<file path="src/rtl/dmem_pkg.sv">
// Shared types and sizing for the block data memory.
package dmem_pkg;

   localparam int unsigned BLOCK_ADDR_W    = 6;
   localparam int unsigned BLOCK_W         = 32;
   localparam int unsigned DEPTH           = 64;
   localparam int unsigned DEFAULT_LATENCY = 5;
   localparam int unsigned COUNT_W         = 4;

   typedef enum logic [1:0] {
      IDLE   = 2'd0,
      ACCESS = 2'd1,
      DONE   = 2'd2
   } state_t;

endpackage

</file>
<file path="src/rtl/dmem_delay_counter.sv">
// Latency countdown: loads a start value, counts down to zero, then holds.
module dmem_delay_counter
   import dmem_pkg::*;
(
   input  logic               clock,
   input  logic               reset,
   input  logic               load,
   input  logic [COUNT_W-1:0] load_value,
   input  logic               enable,
   output logic               zero
);

   logic [COUNT_W-1:0] count_q;
   logic [COUNT_W-1:0] count_d;

   // Next count: load wins, otherwise step down and stop at zero.
   always_comb begin
      count_d = count_q;
      if (load) begin
         count_d = load_value;
      end else if (enable && (count_q != '0)) begin
         count_d = count_q - COUNT_W'(1);
      end
   end

   // Count register with synchronous reset.
   always_ff @(posedge clock) begin
      if (reset) begin
         count_q <= '0;
      end else begin
         count_q <= count_d;
      end
   end

   assign zero = (count_q == '0);

endmodule

</file>
<file path="src/rtl/block_data_memory.sv">
// Block-granular data memory behind the data cache: fixed-latency read/write-back.
module block_data_memory
   import dmem_pkg::*;
#(
   parameter int unsigned LATENCY = DEFAULT_LATENCY
)(
   input  logic                    clock,
   input  logic                    reset,
   input  logic                    read,
   input  logic                    write,
   input  logic [BLOCK_ADDR_W-1:0] address,
   input  logic [BLOCK_W-1:0]      writedata,
   output logic [BLOCK_W-1:0]      readdata,
   output logic                    busywait,
   output logic                    error
);

   state_t                  state_q, state_d;
   logic                    op_write_q, op_write_d;
   logic [BLOCK_ADDR_W-1:0] addr_q, addr_d;
   logic [BLOCK_W-1:0]      wdata_q, wdata_d;
   logic [BLOCK_W-1:0]      rdata_q, rdata_d;
   logic                    error_q, error_d;
   logic [BLOCK_W-1:0]      mem_q [DEPTH];
   logic [BLOCK_W-1:0]      mem_d [DEPTH];

   logic one_request;
   logic cnt_load;
   logic cnt_enable;
   logic cnt_zero;

   assign one_request = read ^ write;
   assign cnt_load    = (state_q == IDLE) && one_request;
   assign cnt_enable  = (state_q == ACCESS);

   dmem_delay_counter u_delay (
      .clock      (clock),
      .reset      (reset),
      .load       (cnt_load),
      .load_value (COUNT_W'(LATENCY - 1)),
      .enable     (cnt_enable),
      .zero       (cnt_zero)
   );

   // Next-state, request capture and access completion.
   always_comb begin
      state_d    = state_q;
      op_write_d = op_write_q;
      addr_d     = addr_q;
      wdata_d    = wdata_q;
      rdata_d    = rdata_q;
      error_d    = 1'b0;
      mem_d      = mem_q;
      unique case (state_q)
         IDLE: begin
            if (one_request) begin
               op_write_d = write;
               addr_d     = address;
               wdata_d    = writedata;
               state_d    = ACCESS;
            end
            error_d = read & write;
         end
         ACCESS: begin
            if (cnt_zero) begin
               if (op_write_q) begin
                  mem_d[addr_q] = wdata_q;
               end else begin
                  rdata_d = mem_q[addr_q];
               end
               state_d = DONE;
            end
         end
         DONE: begin
            state_d = IDLE;
         end
         default: begin
            state_d = IDLE;
         end
      endcase
   end

   // State, captured request, outputs and array; reset clears everything.
   always_ff @(posedge clock) begin
      if (reset) begin
         state_q    <= IDLE;
         op_write_q <= 1'b0;
         addr_q     <= '0;
         wdata_q    <= '0;
         rdata_q    <= '0;
         error_q    <= 1'b0;
         mem_q      <= '{default: '0};
      end else begin
         state_q    <= state_d;
         op_write_q <= op_write_d;
         addr_q     <= addr_d;
         wdata_q    <= wdata_d;
         rdata_q    <= rdata_d;
         error_q    <= error_d;
         mem_q      <= mem_d;
      end
   end

   assign readdata = rdata_q;
   assign error    = error_q;
   assign busywait = ((state_q == IDLE) && one_request) || (state_q == ACCESS);

endmodule

</file>
<file path="config.mk">
export PLATFORM = sky130hd
export DESIGN_NAME = block_data_memory
export DESIGN_NICKNAME = d
export VERILOG_FILES = /design/src/rtl/dmem_pkg.sv /design/src/rtl/dmem_delay_counter.sv /design/src/rtl/block_data_memory.sv
export SDC_FILE = /design/constraint.sdc
export NUM_CORES = 2
export LEC_CHECK = 0
export BUFFER_PORTS_ARGS = -buffer_cell sky130_fd_sc_hd__buf_4
export CAP_MARGIN = 40
export CELL_PAD_IN_SITES_DETAIL_PLACEMENT = 0
export CELL_PAD_IN_SITES_GLOBAL_PLACEMENT = 2
export CORE_ASPECT_RATIO = 1.2
export CORE_MARGIN = 2
export CORE_UTILIZATION = 34
export DETAILED_ROUTE_END_ITERATION = 12
export PLACE_DENSITY = 0.75
export SYNTH_ARGS = -nofsm -noshare
export SYNTH_HDL_FRONTEND = slang
export SYNTH_SLANG_ARGS = --single-unit
</file>
<file path="constraint.sdc">
create_clock -name clock -period 2.2 [get_ports clock]
set_input_delay 0.22 -clock clock [delete_from_list [all_inputs] [get_ports clock]]
set_output_delay 0.22 -clock clock [all_outputs]
set_load 0.01 [all_outputs]
</file>
Yosys cells after proc, flatten, opt, wreduce, memory -nomap -nowiden
Cells that the tools add are included.
{ "classes": {"n_eq_ne": 3, "n_addsub": 1, "order_cmp": 2, "mux": 11, "reduce_logical": 14, "n_bitwise": 5} }
{ "op_table": {"columns": ["cell", "n"], "rows": [
  ["$bwmux 2048", 1],
  ["$bmux 32 s6", 1],
  ["$demux 32 s6", 1],
  ["$mux 32", 3],
  ["$ge 7x7->1 const B", 1],
  ["$lt 7x1->1 const B", 1],
  ["$not 6->7", 1],
  ["$mux 3", 2],
  ["$reduce_and 3->1", 2],
  ["$logic_not 4->1", 1],
  ["$mux 2", 2],
  ["$ne 2x2->1 const B", 2],
  ["$pmux 2 s2", 1],
  ["$reduce_and 2->1", 2],
  ["$reduce_bool 4->1", 1],
  ["$reduce_or 2->1", 2],
  ["$sub 4x1->4 const B", 1],
  ["$logic_and 1x1->1", 3],
  ["$eq 2x1->1 const B", 1],
  ["$logic_not 2->1", 1],
  ["$not 1->1", 2],
  ["$reduce_bool 2->1", 1],
  ["$and 1x1->1", 1],
  ["$logic_or 1x1->1", 1],
  ["$xor 1x1->1", 1]
]} }
{ "totals": {"word_cells": 108, "regBits": 2126, "input_bits": 42, "out_inout_bits": 34} }

Logic depth before layout (Yosys ltp)
{ "logic_depth": {"ltp_word": 6, "ltp_mapped": 12, "depth_no_buf": 8} }

By module
Synthesis repeated with hierarchy kept, for this count alone.
{ "hier_totals": {"cells_unflattened": 11633, "hier_area_um2": 90668.2} }
{ "modules_own_cells": {"columns": ["module", "area_per_inst_um2", "n_inst", "seq_area_each_um2", "cells_each"], "rows": [
  ["block_data_memory", 90405.5, 1, 42480.7, 11604],
  ["dmem_delay_counter", 262.8, 1, 80.1, 29]
]} }

Worst setup path before layout
Ideal clock, no wire load.
{ "synth_timing": {"kind": "reg2reg", "startpoint": "register addr_q[1]", "endpoint": "register rdata_q[22], in the netlist readdata[22]", "synth_period_minus_slack_ns": 2.175, "required_time_ns": 2.080, "stages_incl_launch_ff": 10, "setup_ns": 0.120, "path_buffers": 3, "arrival_time_ns": 2.055, "slack_ns": 0.025, "cell_sequence": "dfxtp_1 -> buf_6 -> buf_6 -> buf_2 -> mux2_2 -> a221oi_1 -> o22ai_1 -> a22oi_1 -> nand2_1 -> o31a_1"} }
{ "synth_between": {"elab_chain_cells": 4} }
{ "synth_lines": {"columns": ["item", "line", "rtl"], "rows": [
  ["start: declaration", "block_data_memory.sv:20", "logic [BLOCK_ADDR_W-1:0] addr_q, addr_d;"],
  ["start signal: assignment", "block_data_memory.sv:96", "addr_q <= addr_d;"],
  ["$not 6->7 (implied by the code)", "block_data_memory.sv:69", "rdata_d = mem_q[addr_q];"],
  ["$bmux 32 s6", "block_data_memory.sv:69", null],
  ["$mux 32 (implied by the code) (2 in a row)", "block_data_memory.sv:69", null],
  ["end signal: assignment", "block_data_memory.sv:98", "rdata_q <= rdata_d;"],
  ["end: declaration", "block_data_memory.sv:22", "logic [BLOCK_W-1:0] rdata_q, rdata_d;"]
]} }
No other way between the ends. The select of a mux whose other input is x is not followed.
A chain may end at the register's enable or synchronous reset.

Worst setup path after layout
{ "layout_timing": {"startpoint": "register addr_q[2]", "endpoint": "register rdata_q[29], in the netlist readdata[29]"} }
Same word-level chain as after synthesis.

==> impl_metrics.yaml <==
synth:
  synth_area_sq_um: 90100
  syn_inst: 11600
  synth.largest_area_cell: "dfxtp_1"
  synth_compound_area_share_pct: 20.5
  ys_seq_elements: 2126
  synth_ff_type: "dfxtp_1"
  yosysSeqAreaShare_pct: 47.2
  yosys-top-cells-area: "dfxtp_1, nand2_1, a21oi_1"
  ys_types: 78
  synthDominantCellAreaShare_pct: 47.2
  synth_top_family_by_area: "compound AO/OA/AOI/OAI gates"
  synthesis.nets: 11700
  post_synth.cell_area_avg_sq_um: 7.76
  synth_fa_ha_area_share_pct: 0.0416
  synth_edf_count: 0
  yosys_warnings: 0
  synthXorXnorAreaFrac_pct: 0.0292
  synthMuxAreaShare_pct: 6.52
  synthSimpleGateAreaFrac_pct: 20.0
  async_flop_share_pct: 0
timing:
  post-route-min-period_ns: 2.79
  rsz0062_at_grt: "yes"
  finClkSkew_ns: 0.0637
  fmax_mhz: 359
  worstMarginPinSlew_ns: 0.874
  hold_viol: 0
  setup_viol: 2080
  finalCritPeriodShare_pct: 127
  drv_slew: 0
  relSlewSlack_pct: 41.7
  hold_ws_ns: 0.0978
  final.setup.worst_slack_ns: -0.588
finish:
  seq_area_sq_um: 42700
  drive_gt1_share_pct: 22.9
  n_fill_cell: 25400
  multiInputGateArea_sq_um: 46500
  area_growth_pct: 33.7
  nets: 12300
setup_path:
  crit_required_ns: 2.97
  worstPathMaxFanout: 9
  end_kind: "register"
  cpMaxStageDelayCell: "a222oi_1"
  crit_type: "register to register"
  max_stage_delay_ns: 0.52
  worst_setup_path_start_kind: "register"
  crit_chain: "buf_12, buf_16, nor2_4, buf_6, a221o_1, a222oi_1, buf_4, o2111a_2, a311oi_1"
  r2r_cells: 9
  cp.arrival_ns: 3.55
clocking:
  clk_latency_ns: 0.92
  cts_tree: "done"
  cts.path.max_buffers: 4
  cts.sinks: 2126
  root_buffer: "clkbuf_16"
  htreeDepth: 4
  cts_buffers: 230
  clk_pin_slew_ns: 0.06
routing:
  viasPerCell: 5.83
  wire_per_inst_um: 31.3
  postRouteAntennaNets: 0
  drc: 2
  routed.top_layer: "met5"
  drt-pass1-iter-count: 10
  wirelength_um: 500000
  drt_iter0_drc: 11700
  m1WireLength_um: 193000
  dr_wl_met2_um: 220000
  wl_met3_um: 47300
  num_vias: 93200
floorplan:
  die-area_sq_um: 269000
  die_w_um: 474
  row_count: 207
  start_util_pct: 34.1
  io_pins: 76
  die_h_um: 568
  core-area_sq_um: 264000
power_and_ir_drop:
  p_int_w: 0.0663
  ir_drop_mv: 0.653
  power_switching_w: 0.0265
  seq_power_share_pct: 42.5
  p_per_area_nw_per_um2: 770
  clkPwrFrac_pct: 43.4
  p_comb_share_pct: 14.1
  switching_share_pct: 28.5
  total_leakage_power_nw: 40.3
grt:
  track_usage_pct: 35.2
  grt_max_degree: 109
  grt_pass1_wl_um: 681000
  grt-ovfl-total: 0
  antenna_found_initial: 25
  grt_pass1_vias: 86300
placement:
  place_ws_ns: -1.33
  numPortBuffers: 75
  place_congestion: 0.996
  hpwl_um: 313000
status:
  status: "finished, violations left"
  violations: "DRC, setup timing"
worst_hold_path:
  hold_path_depth: 4
  hold_path_class: "primary input to register"
job:
  cap_violations: 0
==> layout make-up <==
type,count,share of cell area [%]
tap,3553,3.69
clock buffer,340,5.62
sequential,2126,35.4
multi-input combinational,8301,38.6
timing repair buffer,1582,15.9
inverter,5,0.0457
clock inverter,74,0.687
antenna,9,0.0187
==> kinds of logic after synthesis <==
kind of cell | Yosys count
fa+ha+maj | 3
compound gates | 3147
mux | 438
xor+xnor | 3
simple gates | 4710
buf+inv | 1190
flops | 2126
==> flip-flops by register name, summed over array words and instances (netlist names) <==
name	flops
addr_q	6
error	1
mem_q	2048
op_write_q	1
readdata	32
state_q	2
u_delay.count_q	4
wdata_q	32
==> per-layer routing <==
layer | track usage, % | up-vias
met5 | 0 | -
met4 | 23.9 | 8
met3 | 7.05 | 1411
met2 | 54.4 | 5222
met1 | 44.1 | 45900
li1 | - | 40700
==> worst max-delay path, delay by kind of cell, from the launching register on <==
| kind | cells | cell delay (ns) |
|---|---|---|
| compound gates | 4 | 1.40 |
| buf+inv | 4 | 0.75 |
| flops | 1 | 0.36 |
| simple gates | 1 | 0.10 |
==> power by group through the flow <==
| stage | Clock, W | Sequential [W] | Combinational, W |
|---|---|---|---|
| 5_1_grt | 0.0421 | 0.0393 | 0.0131 |
| 4_1_cts | 0.0406 | 0.0393 | 0.0120 |
| 2_1_floorplan | 0 | 0.0396 | 0.00441 |
| 3_3_place_gp | 0 | 0.0402 | 0.0109 |
| 6_report | 0.0403 | 0.0394 | 0.0131 |
| 3_5_place_dp | 0 | 0.0402 | 0.0109 |
==> cells in the final DEF, fill, tap and decap left out, types with 56 or more instances in the layout <==
cell       count
a221oi_2      82
mux2_2       141
buf_12       392
nand2_1     4206
nand2_2       88
mux4_2       103
nor2_4        70
clkbuf_8      56
nor2_1       154
dfxtp_1     2089
clkbuf_16    257
a221oi_1     192
a22oi_1      151
buf_6         99
a21oi_1     2087
o21ai_0       61
mux2i_1      176
a21oi_2      103
o22ai_1       63
buf_4        928
==> metrics by stage <==
step	setup TNS [ns]	util, %	instances	area [sq um]	power (W)
3_5_place_dp	-1037.90	39.4	15300	104000	0.0511
6_report	-609.73	45.6	16000	120000	0.0928
3_3_place_gp	-1023.00	39.3	15300	104000	0.0511
4_1_cts	-662.42	44.3	15900	117000	0.0920
5_1_grt	-669.51	45.6	16000	120000	0.0945
2_1_floorplan	0	-	11600	90100	0.0440
==> synthesized netlist by cell type, drive strengths merged (10+ instances only) <==
| cell type | count |
|---|---|
| a31oi | 23 |
| o221ai | 14 |
| clkbuf | 762 |
| a22o | 41 |
| and3 | 10 |
| o22ai | 91 |
| mux4 | 104 |
| nor2 | 240 |
| mux2i | 187 |
| a221o | 43 |
| o2bb2ai | 18 |
| a22oi | 195 |
| a21oi | 2198 |
| a221oi | 296 |
| o22a | 15 |
| dfxtp | 2126 |
| mux2 | 147 |
| o21ai | 103 |
| nor3 | 30 |
| a311oi | 16 |
| buf | 423 |
| o31a | 10 |
| and2 | 13 |
| nand2 | 4352 |
| a211oi | 10 |
| a222oi | 11 |
==> timing repair <==
action,in CTS,in global routing
cloned,39,29
setup endpoints to repair,2080,2081
hold buffers,48,0
resized for setup,641,415
pin swaps,156,114
endpoints found under the hold margin,102,0
buffers inserted,123,88
==> final timing paths <==
path                                  from                   endpoint  slack (ns)
setup reg to reg    addr_q[2]$_SDFFE_PP0P_  readdata[29]$_SDFFE_PP0P_       -0.59
hold reg to reg   mem_q[1997]$_SDFFE_PP0P_   mem_q[1997]$_SDFFE_PP0P_        0.45
hold / removal               writedata[26]   wdata_q[26]$_SDFFE_PP0P_         0.1
setup / recovery    addr_q[2]$_SDFFE_PP0P_  readdata[29]$_SDFFE_PP0P_       -0.59
No activity file was read; power rests on OpenSTA's default activity.
